<file path="config.mk">
export PLATFORM = sky130hd
export DESIGN_NAME = alu_share_arbiter
export DESIGN_NICKNAME = d
export VERILOG_FILES = /design/src/rtl/alu_share_arbiter_pkg.sv /design/src/rtl/ALU_16.sv /design/src/rtl/alu_rr_grant.sv /design/src/rtl/alu_share_arbiter.sv
export SDC_FILE = /design/constraint.sdc
export NUM_CORES = 1
export LEC_CHECK = 0
export ABC_AREA = 1
export BUFFER_PORTS_ARGS = -buffer_cell sky130_fd_sc_hd__buf_2
export CORE_ASPECT_RATIO = 0.5
export CORE_UTILIZATION = 25
export CTS_BUF_LIST = sky130_fd_sc_hd__clkbuf_8
export DETAILED_ROUTE_END_ITERATION = 16
export PLACE_DENSITY = 0.48
export SLEW_MARGIN = 20
export SYNTH_ARGS = -nofsm -noshare
export SYNTH_HDL_FRONTEND = slang
export SYNTH_SLANG_ARGS = --single-unit
</file>
<file path="constraint.sdc">
create_clock -name clk -period 3.79 [get_ports clk]
set_clock_uncertainty 0.15 [all_clocks]
set_input_delay 0.379 -clock clk [delete_from_list [all_inputs] [get_ports clk]]
set_output_delay 0.379 -clock clk [all_outputs]
set_load 0.05 [all_outputs]
</file>
<file path="src/rtl/alu_share_arbiter_pkg.sv">
// alu_share_arbiter_pkg: ALU opcodes, widths and arbiter FSM states
package alu_share_arbiter_pkg;
    localparam int ALU_OP_W = 3;
    localparam int ALU_DW   = 16;
    localparam logic [ALU_OP_W-1:0] ALU_ADD = 3'd0;
    localparam logic [ALU_OP_W-1:0] ALU_SUB = 3'd1;
    localparam logic [ALU_OP_W-1:0] ALU_AND = 3'd2;
    localparam logic [ALU_OP_W-1:0] ALU_OR  = 3'd3;
    localparam logic [ALU_OP_W-1:0] ALU_XOR = 3'd4;
    localparam logic [ALU_OP_W-1:0] ALU_NOT = 3'd5;
    localparam logic [ALU_OP_W-1:0] ALU_SHL = 3'd6;
    localparam logic [ALU_OP_W-1:0] ALU_SHR = 3'd7;
    typedef enum logic [1:0] {ST_IDLE = 2'd0, ST_EXEC = 2'd1, ST_RESP = 2'd2} state_t;
endpackage

</file>
<file path="src/rtl/ALU_16.sv">
// ALU_16: shared 16-bit combinational ALU; n/v only meaningful for add/sub
module ALU_16
    import alu_share_arbiter_pkg::*;
(
    input  logic [ALU_OP_W-1:0] op,
    input  logic [ALU_DW-1:0]   a,
    input  logic [ALU_DW-1:0]   b,
    output logic [ALU_DW-1:0]   y,
    output logic                z,
    output logic                v,
    output logic                n
);
    logic [ALU_DW-1:0] sum, diff;
    logic arith;
    // compute result and flags; logic ops report n=0 and v=0
    always_comb begin
        sum   = a + b;
        diff  = a - b;
        arith = (op == ALU_ADD) || (op == ALU_SUB);
        case (op)
            ALU_ADD: y = sum;
            ALU_SUB: y = diff;
            ALU_AND: y = a & b;
            ALU_OR:  y = a | b;
            ALU_XOR: y = a ^ b;
            ALU_NOT: y = ~a;
            ALU_SHL: y = a << b[3:0];
            default: y = a >> b[3:0];
        endcase
        z = (y == '0);
        n = arith ? y[ALU_DW-1] : 1'b0;
        v = (op == ALU_ADD) ? ((a[ALU_DW-1] == b[ALU_DW-1]) && (sum[ALU_DW-1] != a[ALU_DW-1])) :
            (op == ALU_SUB) ? ((a[ALU_DW-1] != b[ALU_DW-1]) && (diff[ALU_DW-1] != a[ALU_DW-1])) : 1'b0;
    end
endmodule

</file>
<file path="src/rtl/alu_rr_grant.sv">
// alu_rr_grant: one-hot grant between two requesters, round-robin or fixed priority
module alu_rr_grant #(
    parameter bit FAIR_RR = 1'b1
) (
    input  logic [1:0] valid,
    input  logic       last_served,
    output logic [1:0] grant
);
    // a tie goes to the requester not served last, or always to requester 0
    always_comb begin
        grant = (&valid) ? ((FAIR_RR && !last_served) ? 2'b10 : 2'b01) : valid;
    end
endmodule

</file>
<file path="src/rtl/alu_share_arbiter.sv">
// alu_share_arbiter: shares one ALU_16 between two requesters with valid/ready handshakes
module alu_share_arbiter
    import alu_share_arbiter_pkg::*;
#(
    parameter bit FAIR_RR = 1'b1,
    parameter int DW      = ALU_DW
) (
    input  logic                clk,
    input  logic                rst_n,
    input  logic                req0_valid,
    output logic                req0_ready,
    input  logic [ALU_OP_W-1:0] req0_op,
    input  logic [DW-1:0]       req0_a,
    input  logic [DW-1:0]       req0_b,
    input  logic                req1_valid,
    output logic                req1_ready,
    input  logic [ALU_OP_W-1:0] req1_op,
    input  logic [DW-1:0]       req1_a,
    input  logic [DW-1:0]       req1_b,
    output logic                resp0_valid,
    input  logic                resp0_ready,
    output logic [DW-1:0]       resp0_result,
    output logic                resp0_z,
    output logic                resp0_v,
    output logic                resp0_n,
    output logic                resp1_valid,
    input  logic                resp1_ready,
    output logic [DW-1:0]       resp1_result,
    output logic                resp1_z,
    output logic                resp1_v,
    output logic                resp1_n,
    output logic                busy
);
    if (DW != ALU_DW) begin : g_bad_dw
        $error("alu_share_arbiter: DW must be 16 to match ALU_16");
    end

    state_t              state;
    logic [ALU_OP_W-1:0] op_q;
    logic [DW-1:0]       a_q, b_q, alu_y, result;
    logic                alu_z, alu_v, alu_n, z_q, v_q, n_q;
    logic                owner, last_served;
    logic [1:0]          grant, ready, resp_valid;

    alu_rr_grant #(.FAIR_RR(FAIR_RR)) u_grant (
        .valid       ({req1_valid, req0_valid}),
        .last_served (last_served),
        .grant       (grant)
    );

    // the ALU only ever sees latched operands, never the live request ports
    ALU_16 u_alu (
        .op (op_q),
        .a  (a_q),
        .b  (b_q),
        .y  (alu_y),
        .z  (alu_z),
        .v  (alu_v),
        .n  (alu_n)
    );

    assign ready        = (state == ST_IDLE && rst_n) ? grant : 2'b00;
    assign req0_ready   = ready[0];
    assign req1_ready   = ready[1];
    assign resp0_valid  = resp_valid[0];
    assign resp1_valid  = resp_valid[1];
    assign resp0_result = result;
    assign resp1_result = result;
    assign resp0_z      = z_q;
    assign resp1_z      = z_q;
    assign resp0_v      = v_q;
    assign resp1_v      = v_q;
    assign resp0_n      = n_q;
    assign resp1_n      = n_q;
    assign busy         = (state != ST_IDLE);

    // accept one op, run it through the ALU for a cycle, then hold the response
    always_ff @(posedge clk or negedge rst_n) begin
        if (!rst_n) begin
            state       <= ST_IDLE;
            op_q        <= '0;
            a_q         <= '0;
            b_q         <= '0;
            owner       <= 1'b0;
            last_served <= 1'b1;
            resp_valid  <= 2'b00;
            result      <= '0;
            z_q         <= 1'b0;
            v_q         <= 1'b0;
            n_q         <= 1'b0;
        end else begin
            case (state)
                ST_IDLE: if (|ready) begin
                    op_q        <= ready[1] ? req1_op : req0_op;
                    a_q         <= ready[1] ? req1_a : req0_a;
                    b_q         <= ready[1] ? req1_b : req0_b;
                    owner       <= ready[1];
                    last_served <= ready[1];
                    state       <= ST_EXEC;
                end
                ST_EXEC: begin
                    result     <= alu_y;
                    z_q        <= alu_z;
                    v_q        <= alu_v;
                    n_q        <= alu_n;
                    resp_valid <= owner ? 2'b10 : 2'b01;
                    state      <= ST_RESP;
                end
                ST_RESP: if (owner ? resp1_ready : resp0_ready) begin
                    resp_valid <= 2'b00;
                    state      <= ST_IDLE;
                end
                default: state <= ST_IDLE;
            endcase
        end
    end
endmodule

</file>
==> tab_implementation.tex <==
\begin{tabular}{lr}
\hline
Metric & Value \\
\hline
\multicolumn{2}{l}{\textbf{Status}} \\
\quad Status & finished clean \\
\multicolumn{2}{l}{\textbf{Setup path}} \\
\quad Setup crit start kind & register \\
\quad Cell family with the largest share of critical-path delay & simple AND/OR/NAND/NOR gates \\
\quad Peak fanout along the critical path & 20 \\
\quad Flop-to-flop setup slack & 0.59 ns \\
\quad R2R Path Start & b\_q[0]\$\_DFFE\_PN0P\_ \\
\quad Critical Path Sink Type & register \\
\quad Worst stage delay on the critical path & approximately 0.71 ns \\
\quad CP Data Required Time & 3.96 ns \\
\quad Endpoint of the most critical register-to-register path & resp0\_z\$\_DFFE\_PN0P\_ \\
\quad Ordered cell list for the critical path & ha\_1 -> inv\_1 -> fa\_1 -> inv\_1 -> nand3\_1 -> nand2\_1 -> nand2\_1 -> nand2\_1 -> nand2\_1 -> nand3\_1 -> nand3\_1 -> nor2\_1 -> nand3\_1 -> nor2\_1 -> nand3\_1 -> nand2\_1 \\
\quad Crit Path Class & register to register \\
\quad Cell type of the slowest stage on the worst timing path & sky130\_fd\_sc\_hd\_\_dfrtp\_2 \\
\quad Data arrival time of the worst path & 3.37 ns \\
\quad CP bufs+invs & 2 \\
\quad Path depth of the worst reg2reg path & 16 \\
\multicolumn{2}{l}{\textbf{Die}} \\
\quad Number of top-level pins & 119 \\
\quad Chip height & $\sim$120 um \\
\quad Core footprint & between 20000 and 30000 um\^{}2 \\
\quad Count of standard-cell rows & 42 \\
\quad Die Width & 236 um \\
\quad Die ar. & around 28000 um\^{}2 \\
\quad Starting utilization of the core area & about 26\% \\
\multicolumn{2}{l}{\textbf{Synthesis}} \\
\quad Library cells used by synthesis & 42 \\
\quad Syn Nets & about 1300 \\
\quad Synthesized area per cell & $\sim$6 um\^{}2 \\
\quad Main area contributors after synthesis & sky130\_fd\_sc\_hd\_\_dfrtp\_1, sky130\_fd\_sc\_hd\_\_nand2\_1, sky130\_fd\_sc\_hd\_\_nand3\_1, sky130\_fd\_sc\_hd\_\_ha\_1, sky130\_fd\_sc\_hd\_\_nor2\_1 \\
\quad Cell Area, Synth & 6840 um\^{}2 \\
\quad Share of Yosys cell area claimed by the top area cell type & 21.6\% \\
\quad Cell type with the largest total area after synthesis & sky130\_fd\_sc\_hd\_\_dfrtp\_1 \\
\quad Part of the Yosys area used for sequential elements & 22.0\% \\
\quad Post-Syn Instances & 1130 \\
\quad Synth warn & 0 \\
\quad Post-synthesis sequential element count & 60 \\
\multicolumn{2}{l}{\textbf{Global route}} \\
\quad Via count of the first global-routing pass & 7237 \\
\quad Wire length of the first global-routing pass & between 40 and 50 mm \\
\quad Antenna violations before repair & 0 \\
\quad Gr usage total & 21.0\% \\
\quad Total global routing overflow & 0 \\
\quad Largest net degree at the start of global routing & 61 \\
\multicolumn{2}{l}{\textbf{Timing}} \\
\quad Fraction of the cycle the final worst path needs & 84.4\% \\
\quad \# setup viols final & 0 \\
\quad Max Transition Viols Final & 0 \\
\quad Time the worst path needs with I/O delays and setup & $\sim$3.2 ns \\
\quad Crit path setup slack, layout & roughly 0.59 ns \\
\quad Least-Margin Pin Slew & roughly 0.83 ns \\
\quad Endpoints failing hold & 0 \\
\quad Highest achievable clock rate & between 0.3 and 0.4 GHz \\
\quad Post-Route Setup TNS & 0 ns \\
\quad Worst max-slew margin expressed relative to the limit & 44.7\% \\
\quad RSZ-0062 raised after global routing & no \\
\multicolumn{2}{l}{\textbf{Clocking}} \\
\quad Clock Sinks & 60 \\
\quad Number of buffers between clock root and the deepest sink & 2 \\
\quad Skew-Pair Late Insertion Delay & between 0.3 and 0.4 ns \\
\quad Post-CTS setup repair buffer count & 0 \\
\quad Buffer type at the clock tree root & sky130\_fd\_sc\_hd\_\_clkbuf\_8 \\
\quad Depth of the CTS H-tree & 3 \\
\quad Num CTS Buffers & 9 \\
\quad TritonCTS clock tree & yes \\
\quad Clock-pin slew of the registers on the worst-case setup and hold paths & 0.07 ns \\
\multicolumn{2}{l}{\textbf{Drt}} \\
\quad Drc violations & 0 \\
\quad Antenna violation net count after detailed routing & 0 \\
\quad Routed wire per std cell & 18.7 um \\
\quad Vias post-DR & 7758 \\
\quad Final WL & 29.1 mm \\
\quad Number of optimization iterations in the first detailed-route pass & 5 \\
\quad Drt first-iter violations & 837 \\
\quad Via density per instance & between 4 and 5 \\
\multicolumn{2}{l}{\textbf{Cells and area}} \\
\quad Synthesis-to-finish area growth & 13.6\% \\
\quad Number of antenna repair diodes & 0 \\
\quad Final design instance area without fill & 7770 um\^{}2 \\
\quad Fin nets & 1328 \\
\quad Proportion of layout cells with a drive suffix above 1 & 15.6\% \\
\quad Post-layout instance count excluding filler cells & 1557 \\
\multicolumn{2}{l}{\textbf{Placement}} \\
\quad Number of instances in the placed design & 1541 \\
\quad Worst slack after detailed placement & 0.362 ns \\
\quad Gpl congestion & approximately 1 \\
\quad Placed standard-cell area & 7530 um\^{}2 \\
\quad Post-DP HPWL & 23.4 mm \\
\quad Buffers added on ports & $\sim$120 \\
\multicolumn{2}{l}{\textbf{Hold path}} \\
\quad Class of the tightest hold or removal check & primary input to asynchronous set/reset pin \\
\multicolumn{2}{l}{\textbf{Run}} \\
\quad Maximum Capacitance Violations & 0 \\
\hline
\end{tabular}
-- state kept, by name, summed over array words and instances, names as in the netlist --
name,flops
resp0_n,1
resp0_v,1
last_served,1
op_q,3
b_q,16
resp0_result,16
state,2
resp_valid,2
a_q,16
owner,1
resp0_z,1
-- routing by layer --
| layer | global-route usage [%] | part of all wire (%) | up-vias |
|---|---|---|---|
| met5 | 0 | 0 | - |
| met4 | 4.33 | 0.97 | 0 |
| met3 | 4.87 | 8.7 | 22 |
| met2 | 29.1 | 40 | 304 |
| met1 | 32.2 | 50 | 3648 |
| li1 | - | - | 3784 |
-- repair_timing --
action,CTS,global route
hold buffers,0,0
resized for setup,0,1
setup endpoints to repair,0,1
-- logic make-up (layout without fill, tap and decap cells) --
group	count (synthesis)	in the layout	synth area share [%]
and+or+nand+nor	641	641	40.3
AOI/OAI and AO/OA	172	172	14.2
buffers and inverters	204	279	13.6
DFF	60	60	22.0
adders and majority gates	52	52	9.73
xor gates and xnor gates	1	1	0.128
-- synth_stat cells --
master / n
sky130_fd_sc_hd__nand2_1: 308
sky130_fd_sc_hd__nand3_1: 160
sky130_fd_sc_hd__nor2_1: 128
sky130_fd_sc_hd__inv_1: 123
sky130_fd_sc_hd__o21ai_0: 64
sky130_fd_sc_hd__dfrtp_1: 59
sky130_fd_sc_hd__ha_1: 50
sky130_fd_sc_hd__a21oi_1: 43
sky130_fd_sc_hd__o22ai_1: 38
sky130_fd_sc_hd__buf_4: 24
sky130_fd_sc_hd__buf_2: 20
sky130_fd_sc_hd__clkbuf_1: 17
sky130_fd_sc_hd__nand4_1: 10
sky130_fd_sc_hd__inv_2: 9
sky130_fd_sc_hd__nor2_2: 7
sky130_fd_sc_hd__o21ai_1: 7
sky130_fd_sc_hd__buf_6: 6
sky130_fd_sc_hd__nor3_1: 6
sky130_fd_sc_hd__a21oi_2: 4
sky130_fd_sc_hd__a31oi_1: 4
sky130_fd_sc_hd__nand2_2: 4
sky130_fd_sc_hd__and2_1: 3
sky130_fd_sc_hd__nand2_4: 3
sky130_fd_sc_hd__nand3_2: 3
sky130_fd_sc_hd__nand3b_1: 3
sky130_fd_sc_hd__o21bai_1: 3
sky130_fd_sc_hd__buf_1: 2
sky130_fd_sc_hd__clkbuf_2: 2
sky130_fd_sc_hd__fa_1: 2
sky130_fd_sc_hd__nor2_4: 2
sky130_fd_sc_hd__nor3_2: 2
sky130_fd_sc_hd__o2111ai_1: 2
sky130_fd_sc_hd__o31ai_1: 2
sky130_fd_sc_hd__or2_2: 2
sky130_fd_sc_hd__a211oi_2: 1
sky130_fd_sc_hd__a22oi_1: 1
sky130_fd_sc_hd__a22oi_2: 1
sky130_fd_sc_hd__dfstp_2: 1
sky130_fd_sc_hd__inv_4: 1
sky130_fd_sc_hd__o211ai_1: 1
sky130_fd_sc_hd__o21a_1: 1
sky130_fd_sc_hd__xor2_1: 1
-- cell type report --
type / instances / area, um^2
Clock buffer: 12 / 165
Clock inverter: 4 / 70.1
Fill cell: 2986 / 18900
Inverter: 133 / 502
Multi-Input combinational cell: 866 / 4410
Sequential cell: 60 / 1500
Tap cell: 352 / 440
Timing Repair Buffer: 130 / 681
-- cells in the final DEF (no fill, tap or decap), types with 7 or more instances in the layout --
cell                       count
sky130_fd_sc_hd__nand3_1     160
sky130_fd_sc_hd__clkbuf_8     12
sky130_fd_sc_hd__nand4_1      10
sky130_fd_sc_hd__inv_2         9
sky130_fd_sc_hd__a21oi_1      43
sky130_fd_sc_hd__o21ai_0      64
sky130_fd_sc_hd__o21ai_1       7
sky130_fd_sc_hd__o22ai_1      38
sky130_fd_sc_hd__dfrtp_1      58
sky130_fd_sc_hd__inv_1       123
sky130_fd_sc_hd__buf_4        12
sky130_fd_sc_hd__nand2_1     308
sky130_fd_sc_hd__nor2_2        8
sky130_fd_sc_hd__buf_2       118
sky130_fd_sc_hd__ha_1         50
sky130_fd_sc_hd__nor2_1      127
-- worst max-delay path by stage --
stage,startpoint,end,slack [ns],depth (start not counted)
global route,b_q[0]$_DFFE_PN0P_,resp0_z$_DFFE_PN0P_,0.33,16
CTS,b_q[0]$_DFFE_PN0P_,resp0_z$_DFFE_PN0P_,0.33,16
finish,b_q[0]$_DFFE_PN0P_,resp0_z$_DFFE_PN0P_,0.59,16
detailed placement,b_q[0]$_DFFE_PN0P_,resp0_z$_DFFE_PN0P_,0.36,16
floorplan,b_q[2]$_DFFE_PN0P_,resp0_z$_DFFE_PN0P_,1.36,18
global placement,b_q[0]$_DFFE_PN0P_,resp0_z$_DFFE_PN0P_,0.33,16
-- metrics by stage --
step | hold WS (ns) | utilization [%]
after floorplan | -0.0666 | -
after global placement | 0.335 | 28.3
after detailed placement | 0.348 | 28.3
after CTS | 0.0701 | 29.2
after global routing | 0.0964 | 29.2
final | 0.0524 | 29.2
Power is not shown: default switching activity piles up to over one toggle a cycle in this logic, so the estimate is an artifact.
